File: src/rtl/fir_seq_pkg.sv
// rtl/fir_seq_pkg.sv - shared types and constants for the FIR/UART sequencer
// Contents: sequencer state enum, byte width, result byte-count helper.
package fir_seq_pkg;

    localparam int BYTE_W = 8;

    typedef enum logic [2:0] {
        IDLE  = 3'd0,
        LOW   = 3'd1,
        START = 3'd2,
        WAIT  = 3'd3,
        SEND  = 3'd4
    } state_t;

    // Number of UART bytes needed to carry an out_width-bit result.
    function automatic int calc_out_bytes(input int out_width);
        return (out_width + BYTE_W - 1) / BYTE_W;
    endfunction

endpackage

File: src/rtl/fir_seq_tx_shifter.sv
// rtl/fir_seq_tx_shifter.sv - byte-serializing shift register for the FIR result
// Ports:
//   clk, rst    clock, asynchronous active-high reset
//   load        capture load_data and restart the byte index at 0
//   load_data   OUT_BYTES*8-bit result, already sign-extended
//   advance     shift right one byte and bump the index
//   tx_byte     current low byte of the shift register
//   last        index points at the final byte
module fir_seq_tx_shifter
    import fir_seq_pkg::*;
#(
    parameter int OUT_BYTES = 5
) (
    input  logic                        clk,
    input  logic                        rst,
    input  logic                        load,
    input  logic [OUT_BYTES*BYTE_W-1:0] load_data,
    input  logic                        advance,
    output logic [BYTE_W-1:0]           tx_byte,
    output logic                        last
);

    localparam int SHW   = OUT_BYTES * BYTE_W;
    localparam int IDX_W = (OUT_BYTES > 1) ? $clog2(OUT_BYTES) : 1;

    logic [SHW-1:0]   shift_q, shift_d;
    logic [IDX_W-1:0] idx_q, idx_d;

    always_comb begin
        shift_d = shift_q;
        idx_d   = idx_q;
        if (load) begin
            shift_d = load_data;
            idx_d   = '0;
        end else if (advance) begin
            shift_d = shift_q >> BYTE_W;
            idx_d   = idx_q + IDX_W'(1);
        end
    end

    always_ff @(posedge clk or posedge rst) begin
        if (rst) begin
            shift_q <= '0;
            idx_q   <= '0;
        end else begin
            shift_q <= shift_d;
            idx_q   <= idx_d;
        end
    end

    assign tx_byte = shift_q[BYTE_W-1:0];
    assign last    = (idx_q == IDX_W'(OUT_BYTES - 1));

endmodule

File: src/rtl/fir_uart_sequencer.sv
// rtl/fir_uart_sequencer.sv - sequences UART byte pairs into FIR runs and streams results back
// Optional feature macro: FIR_SEQ_TIMEOUT_EN (WAIT-state result timeout).
// Ports:
//   clk, rst                 clock, asynchronous active-high reset
//   rx_data, rx_valid        received byte strobe
//   fir_in, fir_valid        sample and one-cycle start pulse to the FIR core
//   fir_out, fir_out_valid   FIR result and its strobe
//   tx_data, tx_valid, tx_ready  result bytes to the transmitter, LSB first
//   busy                     any state other than IDLE
//   overrun                  pulse: a received byte was dropped
//   timeout                  pulse: FIR result did not arrive in time (0 without the macro)
module fir_uart_sequencer
    import fir_seq_pkg::*;
#(
    parameter int WIDTH     = 16,
    parameter int OUT_WIDTH = 38,
    parameter int LENGTH    = 64,
    parameter int TIMEOUT   = LENGTH + 8
) (
    input  logic                 clk,
    input  logic                 rst,
    input  logic [BYTE_W-1:0]    rx_data,
    input  logic                 rx_valid,
    output logic [WIDTH-1:0]     fir_in,
    output logic                 fir_valid,
    input  logic [OUT_WIDTH-1:0] fir_out,
    input  logic                 fir_out_valid,
    output logic [BYTE_W-1:0]    tx_data,
    output logic                 tx_valid,
    input  logic                 tx_ready,
    output logic                 busy,
    output logic                 overrun,
    output logic                 timeout
);

    localparam int OUT_BYTES = calc_out_bytes(OUT_WIDTH);
    localparam int SHW       = OUT_BYTES * BYTE_W;

    state_t            state_q, state_d;
    logic [BYTE_W-1:0] sample_lo_q, sample_lo_d;
    logic [WIDTH-1:0]  fir_in_q, fir_in_d;
    logic              fir_valid_q, tx_valid_q, busy_q;
    logic              overrun_q, overrun_d;
    logic              sh_load, sh_advance, sh_last;
    logic [SHW-1:0]    load_data;
    logic              timeout_hit;

    // Signed cast makes the padding bits of the top byte copies of the sign bit.
    assign load_data = SHW'($signed(fir_out));

`ifdef FIR_SEQ_TIMEOUT_EN
    localparam int CNT_W = $clog2(TIMEOUT + 1);

    logic [CNT_W-1:0] wait_cnt_q, wait_cnt_d;
    logic             timeout_q;

    // Counter is zero outside WAIT, so it is already clear on entry.
    always_comb begin
        wait_cnt_d = '0;
        if (state_q == WAIT) begin
            wait_cnt_d = wait_cnt_q + CNT_W'(1);
        end
    end

    // A result arriving on the limit cycle takes priority over the timeout.
    assign timeout_hit = (state_q == WAIT) && !fir_out_valid &&
                         (wait_cnt_q == CNT_W'(TIMEOUT - 1));

    always_ff @(posedge clk or posedge rst) begin
        if (rst) begin
            wait_cnt_q <= '0;
            timeout_q  <= 1'b0;
        end else begin
            wait_cnt_q <= wait_cnt_d;
            timeout_q  <= timeout_hit;
        end
    end

    assign timeout = timeout_q;
`else
    assign timeout_hit = 1'b0;
    assign timeout     = 1'b0;
`endif

    always_comb begin
        state_d     = state_q;
        sample_lo_d = sample_lo_q;
        fir_in_d    = fir_in_q;
        sh_load     = 1'b0;
        sh_advance  = 1'b0;
        overrun_d   = 1'b0;
        unique case (state_q)
            IDLE: begin
                if (rx_valid) begin
                    sample_lo_d = rx_data;
                    state_d     = LOW;
                end
            end
            LOW: begin
                // fir_in only changes when a full sample is assembled.
                if (rx_valid) begin
                    fir_in_d = WIDTH'({rx_data, sample_lo_q});
                    state_d  = START;
                end
            end
            START: begin
                overrun_d = rx_valid;
                state_d   = WAIT;
            end
            WAIT: begin
                overrun_d = rx_valid;
                if (fir_out_valid) begin
                    sh_load = 1'b1;
                    state_d = SEND;
                end else if (timeout_hit) begin
                    state_d = IDLE;
                end
            end
            SEND: begin
                overrun_d = rx_valid;
                if (tx_valid_q && tx_ready) begin
                    sh_advance = 1'b1;
                    if (sh_last) begin
                        state_d = IDLE;
                    end
                end
            end
            default: state_d = IDLE;
        endcase
    end

    // Strobe outputs are registered from the next state so they line up with it.
    always_ff @(posedge clk or posedge rst) begin
        if (rst) begin
            state_q     <= IDLE;
            sample_lo_q <= '0;
            fir_in_q    <= '0;
            fir_valid_q <= 1'b0;
            tx_valid_q  <= 1'b0;
            busy_q      <= 1'b0;
            overrun_q   <= 1'b0;
        end else begin
            state_q     <= state_d;
            sample_lo_q <= sample_lo_d;
            fir_in_q    <= fir_in_d;
            fir_valid_q <= (state_d == START);
            tx_valid_q  <= (state_d == SEND);
            busy_q      <= (state_d != IDLE);
            overrun_q   <= overrun_d;
        end
    end

    fir_seq_tx_shifter #(
        .OUT_BYTES (OUT_BYTES)
    ) u_tx_shifter (
        .clk       (clk),
        .rst       (rst),
        .load      (sh_load),
        .load_data (load_data),
        .advance   (sh_advance),
        .tx_byte   (tx_data),
        .last      (sh_last)
    );

    assign fir_in    = fir_in_q;
    assign fir_valid = fir_valid_q;
    assign tx_valid  = tx_valid_q;
    assign busy      = busy_q;
    assign overrun   = overrun_q;

endmodule

File: config.mk
export PLATFORM = sky130hd
export DESIGN_NAME = fir_uart_sequencer
export DESIGN_NICKNAME = d
export VERILOG_FILES = /design/src/rtl/fir_seq_pkg.sv /design/src/rtl/fir_seq_tx_shifter.sv /design/src/rtl/fir_uart_sequencer.sv
export SDC_FILE = /design/constraint.sdc
export NUM_CORES = 1
export LEC_CHECK = 0
export ABC_AREA = 1
export BUFFER_PORTS_ARGS = -buffer_cell sky130_fd_sc_hd__buf_2
export CAP_MARGIN = 5
export CORE_ASPECT_RATIO = 1.25
export CORE_MARGIN = 2
export CORE_UTILIZATION = 57
export DETAILED_ROUTE_END_ITERATION = 10
export GPL_TIMING_DRIVEN = 0
export PLACE_DENSITY = 0.92
export SYNTH_ARGS = -nofsm -noshare
export SYNTH_HDL_FRONTEND = slang
export SYNTH_HIERARCHICAL = 1
export SYNTH_SLANG_ARGS = --single-unit
File: constraint.sdc
create_clock -name clk -period 2.23 [get_ports clk]
set_clock_uncertainty 0.2 [all_clocks]
set_input_delay 0.223 -clock clk [delete_from_list [all_inputs] [get_ports clk]]
set_output_delay 0.223 -clock clk [all_outputs]
set_load 0.01 [all_outputs]
==> out/results.ini, run 1 <==
[cts]
tritoncts = done
cts_setup_buffers = 0
htree_levels = 3
cts_made_buffers = 9
number_of_gates_resized_after_cts = 0
clock_tree.root_cell = sky130_fd_sc_hd__clkbuf_8
clkSlewWorstSetupHoldPaths_ns = 0.07
post_cts_hold_buffer_count = 47
clock_tree_sinks = 74
clk_latency_ns = 0.35
largest_buffer_count_on_any_clock_path = 2

[routing]
drc_violations = 0
via_count = 3190
drt_first_pass_iters = 5
drt.antenna.violating_nets = 0
vias_per_cell = 5.27
drt_wl_total_um = 9160
wl_per_cell_um = 15.1
initial_drc_count = 327

[timing]
finalSetupViolations = 0
maxSlewHeadroom = 0.404
final-hold-violation-count = 0
rsz0062_at_grt = no
finalWorstPathRequiredPeriod_ns = 1.72
setup_tns_ns = 0
pins_over_their_slew_limit = 0
timing.fmax_mhz = 582
layout_worst_path_cycle_share = 0.771
tightest_slew_ns = 0.893

[synthesis]
synthesis.area_per_instance_um2 = 8.32
post_synth_net_total = 451
yosysWarningCount = 6
synthDistinctLibCells = 19
sequential_fraction_of_the_synthesis_area = 0.559
synth.ff_latch_count = 74
post_synth_inst_count = 398
netlist_area_um2 = 3310

[global_route]
grt_antenna_before_repair = 0
global_route.overflow_total = 0
grt_max_degree = 44
first_global_vias = 3111
first_pass_grt_wire_length_um = 14400
grtUsageTotal = 0.300

[cells_and_area]
syn2layout_area_growth_pct = 34.9
fillCellCount = 343
multiInputGateArea_um2 = 1150
nNetsFinal = 588
final_core_utilization = 0.784
final_layout_size_suffix_gt1_frac = 0.237
layout.area.seq_um2 = 1850
antenna_cells = 0

[floorplan]
placement_rows = 31
design.die.area_um2 = 6440
core_area_um2 = 5700
io-pin-count = 80
dieWidth_um = 72.2
fp.dieH_um = 89.2
start_util = 0.581

[setup_path]
critical_path_class = reg2reg
cp_slowest_cell = sky130_fd_sc_hd__dfrtp_1
setup.reg_to_reg.worst_slack_ns = 0.51
setup.worst_path.end_class = flop
critPathMaxStageDelay_ns = 0.46
cp_max_fo = 10
setup.worst_path.start_class = flop
crit_required_ns = 2.30
critPathArrivalTime_ns = 1.79
cp_common_cell = sky130_fd_sc_hd__nand3_1
timing.critical_path.cells = nand3_1, nor3_1, buf_4, buf_2, nand3_1, nand3_1

[run]
drv.max_cap_violation_count = 0

[placement]
finalWeightedCongestion = 0.828
io_buffer_count = 78
post-dp-hpwl_um = 5200

[pwr]
irDropWorstVdd_mv = 0.770
power.static_leakage_nw = 2.51
power.density_cell_area_nw_per_um2 = 1150

[status]
status = finished, final reports clean

[worst_hold_path]
hold_path.class = in2reg

cells in the final DEF, fill, tap and decap left out:
cell type                       instances
sky130_fd_sc_hd__buf_4                 17
sky130_fd_sc_hd__a21oi_1                1
sky130_fd_sc_hd__nor3_1                 1
sky130_fd_sc_hd__nor2_8                 1
sky130_fd_sc_hd__dlygate4sd3_1         47
sky130_fd_sc_hd__buf_2                 86
sky130_fd_sc_hd__conb_1                 1
sky130_fd_sc_hd__buf_6                  4
sky130_fd_sc_hd__clkbuf_8              10
sky130_fd_sc_hd__nor2_4                 1
sky130_fd_sc_hd__inv_2                  3
sky130_fd_sc_hd__dfrtp_1               74
sky130_fd_sc_hd__clkinv_2               2
sky130_fd_sc_hd__o21ai_0                3
sky130_fd_sc_hd__nand2_1              184
sky130_fd_sc_hd__o21ai_1                8
sky130_fd_sc_hd__ha_1                   2
sky130_fd_sc_hd__inv_1                 24
sky130_fd_sc_hd__buf_16                 1
sky130_fd_sc_hd__nand3_2                1
sky130_fd_sc_hd__nor2_1                 5
sky130_fd_sc_hd__nand3_1               59
sky130_fd_sc_hd__clkbuf_1               2
sky130_fd_sc_hd__nor2_2                 1
sky130_fd_sc_hd__bufinv_16              1
cell families (layout without fill, tap and decap cells):
kind of cell	count (synthesis)	after routing	share of synthesized area
adders and majority gates	2	2	0.00755
AOI/OAI and AO/OA	12	12	0.0181
other	1	1	0.00113
and+or+nand+nor	253	253	0.319
buffers and inverters	56	197	0.0948
DFF	74	74	0.559
Yosys cell counts (all sizes together):
master / n / area share
buf: 29 / 0.064
nand3: 60 / 0.092
nor3: 1 / 0.0015
dfrtp: 74 / 0.56
nor2: 8 / 0.017
o21ai: 11 / 0.017
ha: 2 / 0.0076
a21oi: 1 / 0.0015
nand2: 184 / 0.21
inv: 27 / 0.031
conb: 1 / 0.0011
stage by stage:
| stage | instance area [um^2] | hold slack [ns] | setup slack, ns | instances | power (mW) |
|---|---|---|---|---|---|
| CTS | 4440 | 0.0291 | 0.551 | 604 | 5.00 |
| global route | 4470 | 0.0439 | 0.421 | 605 | 5.42 |
| floorplan | 3310 | 0.127 | 0.765 | 398 | 3.37 |
| detailed placement | 3780 | 0.228 | 0.577 | 542 | 3.94 |
| global placement | 3780 | 0.226 | 0.274 | 542 | 3.83 |
| finish | 4470 | 0.0382 | 0.511 | 605 | 5.12 |
worst max-delay path, delay by kind of cell, from the launching register on:
family                 cells  cell delay, ns
and+or+nand+nor            4            0.50
buffers and inverters      2            0.48
DFF                        1            0.46
layer usage:
metal | up-vias | track usage | routed length (um) | part of all wire
met2 | 159 | 0.535 | 4860 | 0.53
li1 | 1492 | - | - | -
met1 | 1508 | 0.344 | 3390 | 0.37
met3 | 31 | 0.0564 | 565 | 0.062
met5 | - | 0 | 0 | 0
met4 | 0 | 0.153 | 340 | 0.037
cell type report:
cell class,count,share of cell area
Timing Repair Buffer,126,0.199
Buffer,29,0.0476
Sequential cell,74,0.414
Clock inverter,3,0.00896
Tap cell,66,0.0185
Clock buffer,12,0.0325
Multi-Input combinational cell,268,0.257
Inverter,27,0.0227
power by group:
part / leakage [nW] / internal (mW) / switching (mW)
Sequential: 0.935 / 1.94 / 0.379
Combinational: 1.48 / 0.756 / 1.03
Clock: 0.0962 / 0.539 / 0.475
Total: 2.51 / 3.23 / 1.88
sequential cells by signal (all words and copies together), names as in the netlist:
register              flops
u_tx_shifter/shift_q     40
fir_valid                 1
overrun                   1
fir_in                   16
sample_lo_q               8
u_tx_shifter/idx_q        3
state_q                   3
busy                      1
tx_valid                  1
path summary, 6_finish.rpt:
check | to | startpoint | cells after the start
worst max-delay path | u_tx_shifter/shift_q[29]$_DFFE_PP0P_ | state_q[2]$_DFF_PP0_ | 6
worst min-delay path | u_tx_shifter/shift_q[6]$_DFFE_PP0P_ | fir_out[6] | 5
worst max register to register | u_tx_shifter/shift_q[29]$_DFFE_PP0P_ | state_q[2]$_DFF_PP0_ | 6
worst min register to register | fir_in[1]$_DFFE_PP0P_ | sample_lo_q[1]$_DFFE_PP0P_ | 2
max in group asynchronous | u_tx_shifter/shift_q[21]$_DFFE_PP0P_ | rst | 3
min in group asynchronous | state_q[0]$_DFF_PP0_ | rst | 3
Note: power is estimated with default switching activity, not from simulation.
==> inputs of run 2 (changes only) <==
--- a/config.mk
+++ b/config.mk
@@ -10,10 +10,10 @@
 export CAP_MARGIN = 5
 export CORE_ASPECT_RATIO = 1.25
 export CORE_MARGIN = 2
-export CORE_UTILIZATION = 57
+export CORE_UTILIZATION = 53
 export DETAILED_ROUTE_END_ITERATION = 10
 export GPL_TIMING_DRIVEN = 0
-export PLACE_DENSITY = 0.92
+export PLACE_DENSITY = 0.87
 export SYNTH_ARGS = -nofsm -noshare
 export SYNTH_HDL_FRONTEND = slang
 export SYNTH_HIERARCHICAL = 1
==> constraint.sdc (replaced) <==
create_clock -name clk -period 1.8 [get_ports clk]
set_clock_uncertainty 0.2 [all_clocks]
set_input_delay 0.18 -clock clk [delete_from_list [all_inputs] [get_ports clk]]
set_output_delay 0.18 -clock clk [all_outputs]
set_load 0.01 [all_outputs]
==> run 2 against run 1 <==
Highest routed layer unchanged. Die area up 7.2%. Register-to-register slack worse by 0.44 ns. Combinational power up 22%. Via count up 0.72%. Largest power group unchanged. Largest cell class unchanged. Critical path type unchanged. Sequential power up 24%.
==> out/results.ini, run 2 (synthesis gave the netlist of run 1 again) <==
[cells_and_area]
syn2layout_area_growth_pct = 37.4
layout_commonest_cell = sky130_fd_sc_hd__nand2_1
antenna_cells = 0  ; unchanged
nNetsFinal = 589  ; +0.17%
final_core_utilization = 0.743  ; -0.0408
fillCellCount = 410  ; +20%
final_layout_size_suffix_gt1_frac = 0.248  ; +0.0102
top_register_by_number_of_flip_flops = u_tx_shifter/shift_q
largest_register_ff_count = 40  ; unchanged
final_cell_mix = sky130_fd_sc_hd__nand2_1 (184), sky130_fd_sc_hd__buf_2 (85), sky130_fd_sc_hd__dfrtp_1 (71)

[worst_hold_path]
hold_path.class = in2reg

[routing]
vias_per_cell = 5.13  ; -2.7%
wl_per_cell_um = 14.4  ; -4.6%
drt_first_pass_iters = 5  ; unchanged
drt_wl_total_um = 9040  ; -1.3%
drt.antenna.violating_nets = 0  ; unchanged
via_count = 3213  ; +0.72%
initial_drc_count = 232  ; -29%
drc_violations = 0  ; unchanged

[floorplan]
placement_rows = 32  ; +3.2%
io-pin-count = 80  ; unchanged
start_util = 0.541  ; -0.0402
dieWidth_um = 74.7  ; +3.5%
design.die.area_um2 = 6900  ; +7.2%
fp.dieH_um = 92.4  ; +3.5%
core_area_um2 = 6130  ; +7.4%

[global_route]
first_global_vias = 3154  ; +1.4%
grt_max_degree = 44  ; unchanged
global_route.overflow_total = 0  ; unchanged
first_pass_grt_wire_length_um = 14500  ; +0.76%
grt_antenna_before_repair = 0  ; unchanged
grtUsageTotal = 0.281  ; -0.0196

[timing]
tightest_slew_ns = 0.878  ; -0.0146 ns
finalSetupViolations = 0  ; unchanged
finalWorstPathRequiredPeriod_ns = 1.73  ; +0.0109 ns
final.hold.worst_slack_ns = 0.0189  ; -0.0192 ns
final-hold-violation-count = 0  ; unchanged
timing.fmax_mhz = 578  ; -0.63%
setup_tns_ns = 0  ; unchanged
maxSlewHeadroom = 0.414  ; +0.00977
pins_over_their_slew_limit = 0  ; unchanged
layout_worst_path_cycle_share = 0.961  ; +0.190

[cts]
cts_made_buffers = 9  ; unchanged
clk_latency_ns = 0.35  ; about the same
clock_tree_sinks = 74  ; unchanged
htree_levels = 3  ; unchanged
clkSlewWorstSetupHoldPaths_ns = 0.08  ; about the same
tritoncts = done
clock_tree.root_cell = sky130_fd_sc_hd__clkbuf_8
cts_setup_buffers = 0  ; unchanged
largest_buffer_count_on_any_clock_path = 2  ; unchanged

[pwr]
switching_power_mw = 2.36  ; +25%
irDropWorstVdd_mv = 0.949  ; +23%
power_mw = 6.52  ; +27%
pwr-share-seq = 0.442  ; -0.011
internal-power_mw = 4.16  ; +29%
swShare = 0.361  ; -0.00668
clkPwrFrac = 0.223  ; +0.025
comb_power_share = 0.335  ; -0.014
power.density_cell_area_nw_per_um2 = 1430  ; +25%
power.static_leakage_nw = 2.53  ; +0.63%

[setup_path]
crit_required_ns = 1.87  ; -0.43 ns
critPathArrivalTime_ns = 1.80  ; about the same
cp_slowest_cell = sky130_fd_sc_hd__dfrtp_2
setup.worst_path.start_class = flop
critical_path_class = reg2reg
cp_max_fo = 10  ; unchanged
timing.critical_path.cells = nand2_1, inv_1, nand2_1, inv_1, buf_6, inv_2, buf_6, nand3_1, nand3_1
setup.reg_to_reg.worst_slack_ns = 0.07  ; -0.44 ns
setup.worst_path.end_class = flop
critPathMaxStageDelay_ns = 0.46  ; about the same

[run]
drv.max_cap_violation_count = 0  ; unchanged

[placement]
finalWeightedCongestion = 0.804  ; -2.9%
io_buffer_count = 78  ; unchanged
post-dp-hpwl_um = 5170  ; -0.57%

[status]
status = finished, final reports clean

-- run 2: cell count changes in the layout (fill, tap and decap cells not counted), sizes merged --
cell	delta
bufinv	+1
clkinv	+1
clkbuf	-1
clkinvlp	+1
dlygate4sd3	+1
buf	-1
-- run 2: repair_timing --
action,CTS,global route
hold buffers,48,0
resized for setup,0,4
hold endpoints to repair,133,0
endpoints found under the setup margin,0,10
-- run 2: power groups by stage --
stage / Clock (mW) / Combinational [mW] / Sequential (mW)
floorplan: 0 / 1.32 / 2.85
global placement: 0 / 1.93 / 2.81
detailed placement: 0 / 2.02 / 2.85
CTS: 1.46 / 2.13 / 2.84
global route: 1.52 / 2.46 / 2.96
finish: 1.45 / 2.19 / 2.88
-- run 2: path summary, 6_finish.rpt --
kind,depth (start not counted),start,to
setup / recovery,9,state_q[0]$_DFF_PP0_,u_tx_shifter/shift_q[28]$_DFFE_PP0P_
hold / removal,4,fir_out_valid,state_q[1]$_DFF_PP0_
setup reg to reg,9,state_q[0]$_DFF_PP0_,u_tx_shifter/shift_q[28]$_DFFE_PP0P_
hold reg to reg,2,sample_lo_q[5]$_DFFE_PP0P_,fir_in[5]$_DFFE_PP0P_
max in group asynchronous,3,rst,u_tx_shifter/shift_q[33]$_DFFE_PP0P_
min in group asynchronous,3,rst,fir_in[13]$_DFFE_PP0P_
-- run 2: layer usage --
metal,global-route usage,up-vias,share of wire,routed length [um]
li1,-,1508,-,-
met1,0.331,1505,0.38,3420
met4,0.156,0,0.047,429
met5,0,-,0,0
met2,0.462,157,0.51,4570
met3,0.0653,43,0.068,618
-- run 2: cell type report --
class | count | area, um^2 | area share
timing repair buffer | 127 | 898 | 0.197
tap | 85 | 106 | 0.0234
multi-input combinational | 268 | 1150 | 0.252
clock buffer | 10 | 138 | 0.0302
buffer | 29 | 215 | 0.0473
clock inverter | 6 | 90.1 | 0.0198
sequential | 74 | 1860 | 0.408
inverter | 27 | 101 | 0.0223
-- run 2: metrics by stage --
step	cells	area, um^2	setup slack, ns
floorplan	398	3310	0.335
global placement	561	3810	-0.139
detailed placement	561	3810	0.151
CTS	625	4520	0.0865
global route	626	4550	-0.0241
finish	626	4550	0.0705
-- run 2: critical path: cells and delay by family, from the launching register on --
| family | cells | cell delay [ns] |
|---|---|---|
| buffers and inverters | 5 | 0.53 |
| flip-flops | 1 | 0.46 |
| AND/OR/NAND/NOR | 4 | 0.47 |
